--- config.mk ---
export PLATFORM = sky130hd
export DESIGN_NAME = instr_queue_exec
export DESIGN_NICKNAME = d
export VERILOG_FILES = /design/src/rtl/instr_queue_exec.sv
export SDC_FILE = /design/constraint.sdc
export NUM_CORES = 1
export LEC_CHECK = 0
export BUFFER_PORTS_ARGS = -buffer_cell sky130_fd_sc_hd__buf_2
export CELL_PAD_IN_SITES_DETAIL_PLACEMENT = 0
export CELL_PAD_IN_SITES_GLOBAL_PLACEMENT = 2
export CORE_MARGIN = 10
export CORE_UTILIZATION = 39
export CTS_CLUSTER_SIZE = 20
export DETAILED_ROUTE_END_ITERATION = 8
export PLACE_DENSITY_LB_ADDON = 0.1
export SLEW_MARGIN = 5
export SYNTH_ARGS = -nofsm -noshare
export SYNTH_HDL_FRONTEND = slang
export SYNTH_SLANG_ARGS = --single-unit
--- constraint.sdc ---
create_clock -name clk -period 4.15 [get_ports clk]
set_input_delay 0.415 -clock clk [delete_from_list [all_inputs] [get_ports clk]]
set_output_delay 0.415 -clock clk [all_outputs]
set_load 0.02 [all_outputs]
--- src/rtl/instr_queue_exec.sv ---
// Instruction queue feeding a small multi-cycle ALU: {opcode,a,b} entries are pushed with
// save, popped one at a time while run is high, and each result is announced with valid_out.
module instr_queue_exec #(
    parameter int WIDTH = 8,
    parameter int DEPTH = 8
) (
    input  logic                     clk,
    input  logic                     reset,
    input  logic [WIDTH-1:0]         a,
    input  logic [WIDTH-1:0]         b,
    input  logic [2:0]               opcode,
    input  logic                     save,
    input  logic                     run,
    output logic [2:0]               alu_sel,
    output logic [WIDTH-1:0]         alu_out,
    output logic                     carry_out,
    output logic [WIDTH-1:0]         data_out,
    output logic                     valid_out,
    output logic [$clog2(DEPTH):0]   count,
    output logic                     full,
    output logic                     empty,
    output logic                     overflow
);
    localparam int AW = $clog2(DEPTH);
    localparam int EW = 3 + 2 * WIDTH;
    localparam int CW = $clog2(WIDTH);
    localparam logic [CW-1:0] DIV_LAST = CW'(WIDTH - 1);

    typedef enum logic [1:0] {IDLE, EXEC, DIV, DONE} state_t;
    state_t state, state_next;

    logic [EW-1:0]      mem [DEPTH];
    logic [AW-1:0]      wr_ptr, rd_ptr;
    logic               push, pop;
    logic [EW-1:0]      head;
    logic [2:0]         head_op;
    logic [WIDTH-1:0]   head_a, head_b;

    logic [2:0]         op_code;
    logic [WIDTH-1:0]   op_a, op_b;
    logic [WIDTH-1:0]   rem_q, quo_q, rem_d, quo_d;
    logic [WIDTH:0]     shifted, diff;
    logic [CW-1:0]      div_cnt;
    logic [WIDTH-1:0]   alu_res;
    logic               alu_c;
    logic [WIDTH:0]     sum;
    logic [2*WIDTH-1:0] prod;

    assign full    = (count == (AW + 1)'(DEPTH));
    assign empty   = (count == '0);
    assign push    = save & ~full;
    assign pop     = (state == IDLE) & run & ~empty;
    assign head    = mem[rd_ptr];
    assign head_op = head[EW-1 -: 3];
    assign head_a  = head[2*WIDTH-1 -: WIDTH];
    assign head_b  = head[WIDTH-1:0];

    always_ff @(posedge clk) begin
        if (push) mem[wr_ptr] <= {opcode, a, b};
    end

    // A push against a full queue is dropped even when a pop frees a slot in the same cycle.
    always_ff @(posedge clk) begin
        if (reset) begin
            wr_ptr   <= '0;
            rd_ptr   <= '0;
            count    <= '0;
            overflow <= 1'b0;
        end else begin
            if (push) wr_ptr <= wr_ptr + 1'b1;
            if (pop)  rd_ptr <= rd_ptr + 1'b1;
            case ({push, pop})
                2'b10:   count <= count + 1'b1;
                2'b01:   count <= count - 1'b1;
                default: count <= count;
            endcase
            if (save && full) overflow <= 1'b1;
        end
    end

    always_ff @(posedge clk) begin
        if (reset) state <= IDLE;
        else       state <= state_next;
    end

    always_comb begin
        state_next = state;
        case (state)
            IDLE: if (pop) state_next = (head_op == 3'b110 && head_b != '0) ? DIV : EXEC;
            EXEC: state_next = DONE;
            DIV:  if (div_cnt == DIV_LAST) state_next = DONE;
            DONE: state_next = IDLE;
            default: state_next = IDLE;
        endcase
    end

    // Single-cycle ALU; opcode 110 only reaches EXEC when the divisor is zero.
    always_comb begin
        sum     = {1'b0, op_a} + {1'b0, op_b};
        prod    = {{WIDTH{1'b0}}, op_a} * {{WIDTH{1'b0}}, op_b};
        alu_res = '0;
        alu_c   = 1'b0;
        case (op_code)
            3'b000: begin alu_res = sum[WIDTH-1:0]; alu_c = sum[WIDTH]; end
            3'b001: begin alu_res = op_a - op_b; alu_c = (op_a < op_b); end
            3'b010: alu_res = op_a & op_b;
            3'b011: alu_res = op_a | op_b;
            3'b100: alu_res = op_a ^ op_b;
            3'b101: begin alu_res = prod[WIDTH-1:0]; alu_c = |prod[2*WIDTH-1:WIDTH]; end
            3'b110: begin alu_res = '1; alu_c = 1'b1; end
            default: begin alu_res = {{(WIDTH-1){1'b0}}, op_a == op_b}; alu_c = (op_a > op_b); end
        endcase
    end

    // Restoring division step: shift the next dividend bit into the remainder, keep it if it fits.
    always_comb begin
        shifted = {rem_q, quo_q[WIDTH-1]};
        diff    = shifted - {1'b0, op_b};
        if (!diff[WIDTH]) begin
            rem_d = diff[WIDTH-1:0];
            quo_d = {quo_q[WIDTH-2:0], 1'b1};
        end else begin
            rem_d = shifted[WIDTH-1:0];
            quo_d = {quo_q[WIDTH-2:0], 1'b0};
        end
    end

    always_ff @(posedge clk) begin
        if (reset) begin
            op_code   <= '0;
            op_a      <= '0;
            op_b      <= '0;
            rem_q     <= '0;
            quo_q     <= '0;
            div_cnt   <= '0;
            alu_sel   <= '0;
            alu_out   <= '0;
            carry_out <= 1'b0;
            data_out  <= '0;
            valid_out <= 1'b0;
        end else begin
            valid_out <= (state == DONE);
            case (state)
                IDLE: if (pop) begin
                    op_code <= head_op;
                    op_a    <= head_a;
                    op_b    <= head_b;
                    alu_sel <= head_op;
                    rem_q   <= '0;
                    quo_q   <= head_a;
                    div_cnt <= '0;
                end
                EXEC: begin
                    alu_out   <= alu_res;
                    carry_out <= alu_c;
                    if (op_code != 3'b111) data_out <= alu_res;
                end
                DIV: begin
                    rem_q   <= rem_d;
                    quo_q   <= quo_d;
                    div_cnt <= div_cnt + 1'b1;
                    if (div_cnt == DIV_LAST) begin
                        alu_out   <= quo_d;
                        carry_out <= 1'b0;
                        data_out  <= quo_d;
                    end
                end
                default: ;
            endcase
        end
    end
endmodule

==> metrics.csv, run 1 <==
metric,value,unit
synth.area.mux_share,10.2,%
outcome,"finished, violations left",
synth_area,12400,sq um
numCtsBuffers,26,
ys_warn_count,0,
slew_viol_final,0,
grt_pass1_wl,51100,microns
cap_viol_max_count,0,
busiest_layer,met2,
pre_cts_ws,-253,ps
area_growth,21.3,%
synthArstFlopShare,0,%
cp_data_required_time,4540,ps
synth_top_family_by_area,adder cells,
cp.arrival,4550,ps
drt_first_pass_iters,4,
setup_viol,1,
rsz0062_at_grt,yes,
gr-usage-met2,28.6,%
start_util,39.4,%
yosys-top-cells-area,"edfxtp_1 37%, dfxtp_1 12%, ha_1 8.1%, mux4_2 6.9%, fa_1 6.5%",
place.gp.congestion,0.790,
min_period,4150,ps
synthAdderAreaFrac,14.5,%
violations,setup timing,
nets,1324,
design_area,15000,sq um
overflow,0,
vias,8300,
yosysTopAreaCellShare,36.8,%
maxSlewHeadroom,28.3,%
ir_worst_vdd,370,uV
avgSynthCellArea,11.9,sq um
diodes,0,
clkTransAtPathRegs,60,ps
synth_edf_count,152,
synthSimpleGateAreaFrac,9.87,%
endpoint_kind,flip-flop,
hold_viol_final,0,
cts_buffer_depth,3,
cts.sinks,224,
seqCellArea,6040,sq um
ys_ff_latch,224,
setup_slack,-2.97,ps
synth-compound-area-share,10.9,%
synth-seq-area-share,48.4,%
die_width,198,microns
grt_pass1_vias,8584,
port-buffer-count,50,
cts_root_buffer,clkbuf_16,
synth.net_count,1189,
multi_input_area,6210,sq um
crit_slowest_cell,fa_1,
slowest_delay,570,ps
fp.dieH,198,microns
coreArea,31500,sq um
antenna_found_initial,0,
cpMostUsedCell,fa_1,
rrSetupSlack,-3,ps
crit_type,reg -> reg,
skew,20.4,ps
fmax,241,MHz
vias_per_cell,5.19,
dieArea,39300,sq um
cts_tree,built,
dp_hpwl,23900,microns
place_area,13700,sq um
ys_types,70,
num-fill-cells,2912,
num_rows,65,
postRouteAntennaNets,0,
hp-class,in -> reg,
grtUsageMet1,22.3,%
drive_above_1_share,26.0,%
worst_setup_path_start_kind,flip-flop,
htree_levels,1,
synthCells,1046,
synth_xor_area_share,1.70,%
route.detailed.drc,0,
ys_top_cells_by_count,"152 x edfxtp_1, 109 x nor2_1, 99 x inv_1",
synth-main-ff-cell,edfxtp_1,
drt-total-wl,32500,microns
post-route-period-util,100,%
yosysMostFrequentCell,edfxtp_1,
grtUsageMet3,1.87,%
drtIter0Drc,469,
yosysTopAreaCell,edfxtp_1,
utilization,47.8,%
io_pins,51,
grt_max_degree,69,
worst_slew_pin_slew,1070,ps
path_cells,"nand2_2, fa_1, fa_1, fa_1, fa_1, inv_2, ha_4, o21a_1, o21a_1, a2111oi_4, o31ai_1, a21oi_1, xnor2_1, a21oi_1",
p_leak,5.65,nW
finalPower,0.0104,W
clock_latency,530,ps
critical_path.max_fanout,7,
post_drt_wl_per_cell,20.3,microns
power.density,693,nW/um^2
grtUsageTotal,16.8,%
-- per-stage QoR --
| stage | hold slack [ps] | TNS, ps | std cells |
|---|---|---|---|
| 2_1_floorplan | 431 | 0 | 1046 |
| 3_3_place_gp | 442 | -607 | 1546 |
| 3_5_place_dp | 447 | -566 | 1546 |
| 4_1_cts | 123 | -174 | 1598 |
| 5_1_grt | 165 | -242 | 1600 |
| 6_report | 140 | -2.97 | 1600 |
-- path summary, 6_finish.rpt --
kind,start,endpoint,depth (start not counted)
setup / recovery,op_a[3],carry_out,14
hold / removal,save,overflow,3
setup reg to reg,op_a[3],carry_out,14
hold reg to reg,quo_q[0],quo_q[0],2
-- cell usage in the layout, fill, tap and decap left out, types with 13 or more instances in the layout --
cell / instances
buf_2: 50
fa_1: 36
xnor2_1: 15
mux4_2: 38
clkbuf_16: 27
a211oi_1: 24
nand2b_1: 16
nand2_1: 65
edfxtp_1: 152
mux2i_1: 36
inv_1: 90
buf_4: 93
dfxtp_1: 58
nor2b_1: 13
a21oi_1: 39
nor2_1: 105
ha_1: 66
o21ai_0: 36
-- cells by family after synthesis --
| logic type | after synthesis |
|---|---|
| compound gates | 198 |
| xor+xnor | 22 |
| fa+ha+maj | 120 |
| buf+inv | 141 |
| flops | 224 |
| mux | 78 |
| simple gates | 263 |
-- area by class of cell --
cell class	count	area share, %
multi-input combinational	681	41.3
tap	402	3.34
inverter	101	2.60
timing repair buffer	147	6.60
sequential	224	40.2
clock inverter	12	1.36
clock buffer	33	4.64
-- layer usage --
metal	routed length, microns	vias to the layer above
li1	-	4075
met1	14800	4068
met2	16000	121
met3	980	36
met4	707	0
met5	0	-
-- power by group --
group | total, W | internal (W) | switching, W
Clock | 0.00239 | 0.00150 | 0.000892
Sequential | 0.00297 | 0.00270 | 0.000276
Combinational | 0.00505 | 0.00215 | 0.00290
Total | 0.0104 | 0.00635 | 0.00407
-- flip-flops by register name, summed over array words and instances (netlist names), named ones only --
name / count
rem_q: 8
overflow: 1
wr_ptr: 3
valid_out: 1
op_a: 8
op_code: 3
rd_ptr: 3
data_out: 8
count: 4
op_b: 8
carry_out: 1
alu_out: 8
div_cnt: 3
quo_q: 8
mem: 152
state: 2
-- repair_timing --
action	in CTS	in global routing
gates resized for setup	29	52
hold buffers	0	0
setup buffers	7	3
setup endpoints to repair	5	7
pin swaps	22	36
-- critical path, delay by kind of cell, from the launching register on --
kind                       cells  cell delay [ps]
buffers and inverters          1               50
and+or+nand+nor                1               70
adders and majority gates      5             2240
xor gates and xnor gates       1              130
DFF                            1              400
AOI/OAI and AO/OA              6             1110
Power figures use the tool's default switching activity.
==> run 2: changes to the inputs <==
Settings changed: CELL_PAD_IN_SITES_DETAIL_PLACEMENT 0 to unset, CELL_PAD_IN_SITES_GLOBAL_PLACEMENT 2 to unset, CORE_UTILIZATION 39 to 45, PLACE_DENSITY_LB_ADDON 0.1 to unset.
==> metrics.csv, run 2 (synthesis results as in run 1) <==
metric,value,unit
startpoint,op_a[0],
path_cells,"nand2_1, fa_1, fa_1, fa_1, fa_1, inv_1, ha_4, o21a_4, o21a_4, a2111oi_4, o31ai_1, a21oi_1, xnor2_1, a21oi_1",
stdcell_count,1536,
fmax,232,MHz
start_util,45.9,%
pwr-share-clk,20.5,%
pre_cts_ws,-267,ps
drt_first_pass_iters,5,
r2r_end,carry_out,
power_frac_comb,49.2,%
placed_cells,1483,
route.detailed.drc,0,
coreArea,27000,sq um
cts_hold_buffers,0,
cts.sinks,224,
intPower,0.00594,W
skew,10.1,ps
vias,8302,
critical_path.max_fanout,5,
clkTransAtPathRegs,60,ps
htree_levels,1,
clock_latency,540,ps
worst_r2r_path_depth,14,
dieArea,34600,sq um
io_pins,51,
outcome,"finished, violations left",
setup_viol,1,
crit_slowest_cell,fa_1,
drt-total-wl,29700,microns
slew_viol_final,0,
final_common_cell,edfxtp_1,
worst_slew_pin_slew,1030,ps
final.setup.tns,-168,ps
rsz0062_at_grt,yes,
timing.rr.start,op_a[0],
cp_data_required_time,4560,ps
hp-class,in -> reg,
drive_above_1_share,23.7,%
setup_slack,-168,ps
p_sw,0.00394,W
largest_reg_flops,152,
hold_viol_final,0,
worst_setup_path_start_kind,flip-flop,
num_rows,60,
top_register,mem,
num-fill-cells,2342,
vias_per_cell,5.40,
crit_type,reg -> reg,
maxSlewHeadroom,31.0,%
grt_pass1_vias,8484,
power.density,677,nW/um^2
postRouteAntennaNets,0,
cts_root_buffer,clkbuf_16,
grt_pass1_wl,47300,microns
cts_tree,built,
violations,setup timing,
diodes,0,
cap_viol_max_count,0,
place.gp.congestion,0.888,
rrSetupSlack,-170,ps
nets,1320,
die_width,186,microns
antenna_found_initial,3,
hold_depth,3,
endpoint_kind,flip-flop,
pwr-share-seq,30.3,%
min_period,4320,ps
final_cell_mix,"152 x edfxtp_1, 105 x nor2_1, 94 x buf_4",
fp.dieH,186,microns
post-route-period-util,104,%
grtUsageTotal,17.5,%
ir_worst_vdd,352,uV
cp-endpoint,carry_out,
swShare,39.9,%
utilization,54.0,%
post_drt_wl_per_cell,19.3,microns
cpMostUsedCell,fa_1,
drtIter0Drc,542,
slowest_delay,530,ps
cts_buffer_depth,3,
cp.arrival,4720,ps
port-buffer-count,50,
numCtsBuffers,25,
overflow,0,
grt_max_degree,69,
area_growth,17.7,%
dp_hpwl,21600,microns
p_leak,5.57,nW
multi_input_area,6040,sq um
seqCellArea,6040,sq um
==> run 2: metrics by stage <==
| stage | power, W | hold slack, ps | area (sq um) |
|---|---|---|---|
| after floorplan | 0.00629 | 431 | 12500 |
| after global placement | 0.00771 | 442 | 13700 |
| after detailed placement | 0.00777 | 443 | 13700 |
| after CTS | 0.00984 | 104 | 14400 |
| after global routing | 0.0106 | 143 | 14600 |
| final | 0.00988 | 119 | 14600 |
==> run 2: layout make-up <==
cell class | count | area share, %
Multi-Input combinational cell | 681 | 41.4
Clock buffer | 31 | 4.53
Tap cell | 341 | 2.92
Inverter | 101 | 2.65
Sequential cell | 224 | 41.4
Timing Repair Buffer | 144 | 6.55
Clock inverter | 14 | 0.617
==> run 2: how the worst min path moves through the flow <==
stage	from	to	slack [ps]
2_1_floorplan	quo_q[0]	quo_q[0]	430
3_3_place_gp	quo_q[0]	quo_q[0]	440
3_5_place_dp	quo_q[0]	quo_q[0]	440
4_1_cts	save	overflow	100
5_1_grt	save	overflow	140
6_report	save	overflow	120
==> run 2: critical path: cells and delay by family, from the launching register on <==
kind	cells	cell delay, ps
xor gates and xnor gates	1	140
adders and majority gates	5	2220
DFF	1	400
and+or+nand+nor	1	110
buffers and inverters	1	100
AOI/OAI and AO/OA	6	1220
==> run 2: layer usage <==
metal / vias to the layer above / wire (microns) / part of all wire [%] / GRT usage, %
li1: 4056 / - / - / -
met1: 4022 / 13100 / 44 / 22.3
met2: 166 / 14300 / 48 / 29.5
met3: 52 / 1410 / 4.8 / 3.16
met4: 6 / 839 / 2.8 / 5.48
met5: - / 26 / 0.087 / 0
==> run 2: power groups by stage <==
| stage | Combinational [W] | Clock (W) | Sequential, W |
|---|---|---|---|
| after global routing | 0.00534 | 0.00218 | 0.00305 |
| after floorplan | 0.00326 | 0 | 0.00303 |
| after detailed placement | 0.00474 | 0 | 0.00303 |
| after global placement | 0.00470 | 0 | 0.00302 |
| final | 0.00487 | 0.00202 | 0.00300 |
| after CTS | 0.00477 | 0.00208 | 0.00299 |
==> run 2: timing repair <==
action | 4_1_cts | 5_1_grt
buffers inserted | 0 | 8
endpoints found under the setup margin | 5 | 7
pin swaps | 0 | 19
resized for setup | 8 | 34
hold endpoints to repair | 0 | 0
==> run 3: changes to the inputs <==
Settings changed: BUFFER_PORTS_ARGS -buffer_cell sky130_fd_sc_hd__buf_2 to -buffer_cell sky130_fd_sc_hd__buf_4, SKIP_CTS_REPAIR_TIMING set to 1.
==> metrics.csv, run 3 (synthesis results as in run 1) <==
metric,value,unit
outcome,"finished, violations left",
violations,setup timing,
drt_first_pass_iters,5,
top_register,mem,
cap_viol_max_count,0,
postRouteAntennaNets,0,
dp_hpwl,21700,microns
numCtsBuffers,25,
place.gp.congestion,0.886,
intPower,0.00616,W
nets,1316,
route.detailed.drc,0,
cp_data_required_time,4540,ps
endpoint_kind,flip-flop,
p_leak,5.58,nW
num_rows,60,
diodes,0,
drtIter0Drc,494,
io_pins,51,
power_frac_comb,48.6,%
cts_tree,built,
final_common_cell,edfxtp_1,
cts.sinks,224,
hp-class,in -> reg,
power.density,681,nW/um^2
worst_slew_pin_slew,902,ps
hold_viol_final,0,
rsz0062_at_grt,yes,
post-route-period-util,104,%
swShare,39.2,%
ir_worst_vdd,386,uV
maxSlewHeadroom,39.8,%
crit_type,reg -> reg,
grt_max_degree,69,
fmax,231,MHz
area_growth,19.8,%
pre_cts_ws,-221,ps
overflow,0,
p_sw,0.00397,W
critical_path.max_fanout,6,
cts_root_buffer,clkbuf_16,
clock_latency,540,ps
post_drt_wl_per_cell,19.6,microns
die_width,186,microns
place_area,13800,sq um
design_area,14900,sq um
coreArea,27000,sq um
cts_buffer_depth,3,
placed_cells,1480,
htree_levels,1,
min_period,4320,ps
largest_reg_flops,152,
port-buffer-count,50,
vias,8411,
drt-total-wl,30000,microns
grt_pass1_vias,8349,
slew_viol_final,0,
pwr-share-clk,21.7,%
setup_slack,-172,ps
clkTransAtPathRegs,60,ps
pwr-share-seq,29.7,%
fp.dieH,186,microns
final_cell_mix,"152 x edfxtp_1, 139 x buf_4, 103 x nor2_1",
antenna_found_initial,0,
skew,15.9,ps
setup_viol,1,
worst_setup_path_start_kind,flip-flop,
stdcell_count,1533,
cp.arrival,4710,ps
dieArea,34600,sq um
grt_pass1_wl,47200,microns
drive_above_1_share,24.4,%
grtUsageTotal,17.4,%
vias_per_cell,5.49,
start_util,45.9,%
[run 3: cell count changes in the layout (fill, tap and decap cells not counted), sizes merged]
cell	before	now
inv	102	100
clkbuf	31	36
clkinvlp	1	0
bufinv	0	3
buf	144	140
clkinv	12	8
[run 3: metrics by stage]
| stage | power, W | utilization [%] | hold slack [ps] | setup TNS, ps |
|---|---|---|---|---|
| final | 0.0101 | 55.0 | 112 | -172 |
| after global routing | 0.0108 | 55.0 | 99.9 | -366 |
| after CTS | 0.0100 | 53.9 | 94.7 | -688 |
| after detailed placement | 0.00780 | 50.9 | 447 | -617 |
| after global placement | 0.00777 | 50.9 | 439 | -376 |
| after floorplan | 0.00629 | - | 431 | 0 |
[run 3: path summary, 6_finish.rpt]
check                               start    endpoint  depth (start not counted)  slack [ps]
worst max-delay path              op_b[2]   carry_out                         16        -170
worst min-delay path            opcode[1]  mem[5][17]                          1         110
worst max register to register    op_b[2]   carry_out                         16        -170
worst min register to register   quo_q[0]    quo_q[0]                          2         450
[run 3: per-layer routing]
metal  GRT usage, %  vias up  part of all wire [%]
met5              0        -                     0
met4           4.58        0                   2.3
met3           2.61       42                   4.2
met2           29.1      190                    48
met1           23.1     4138                    45
li1               -     4041                     -
[run 3: cell type report]
cell class	count	area (sq um)
well taps	341	427
multi-input cells	681	6150
clock inverters	10	144
fillers	2313	12200
repair buffers	140	1050
flip-flops and latches	224	6040
inverters	101	384
clock buffers	36	667
[run 3: worst max-delay path, stage by stage (launching register included)]
cell and delay [ps]:
dfxtp_4 370, inv_4 70, nor2_4 30, fa_1 550
inv_2 40, fa_1 500, fa_1 500, fa_1 500
inv_2 50, ha_4 210, o21a_1 200, o21a_1 220
a2111oi_4 410, o31ai_1 120, a21oi_1 180, xnor2_1 140
a21oi_1 80
[run 3: power groups by stage]
stage               clock network, W  registers, W  logic, W
finish                       0.00220       0.00301   0.00492
global placement                   0       0.00303   0.00474
detailed placement                 0       0.00304   0.00476
global route                 0.00233       0.00306   0.00540
floorplan                          0       0.00303   0.00326
CTS                          0.00225       0.00299   0.00478
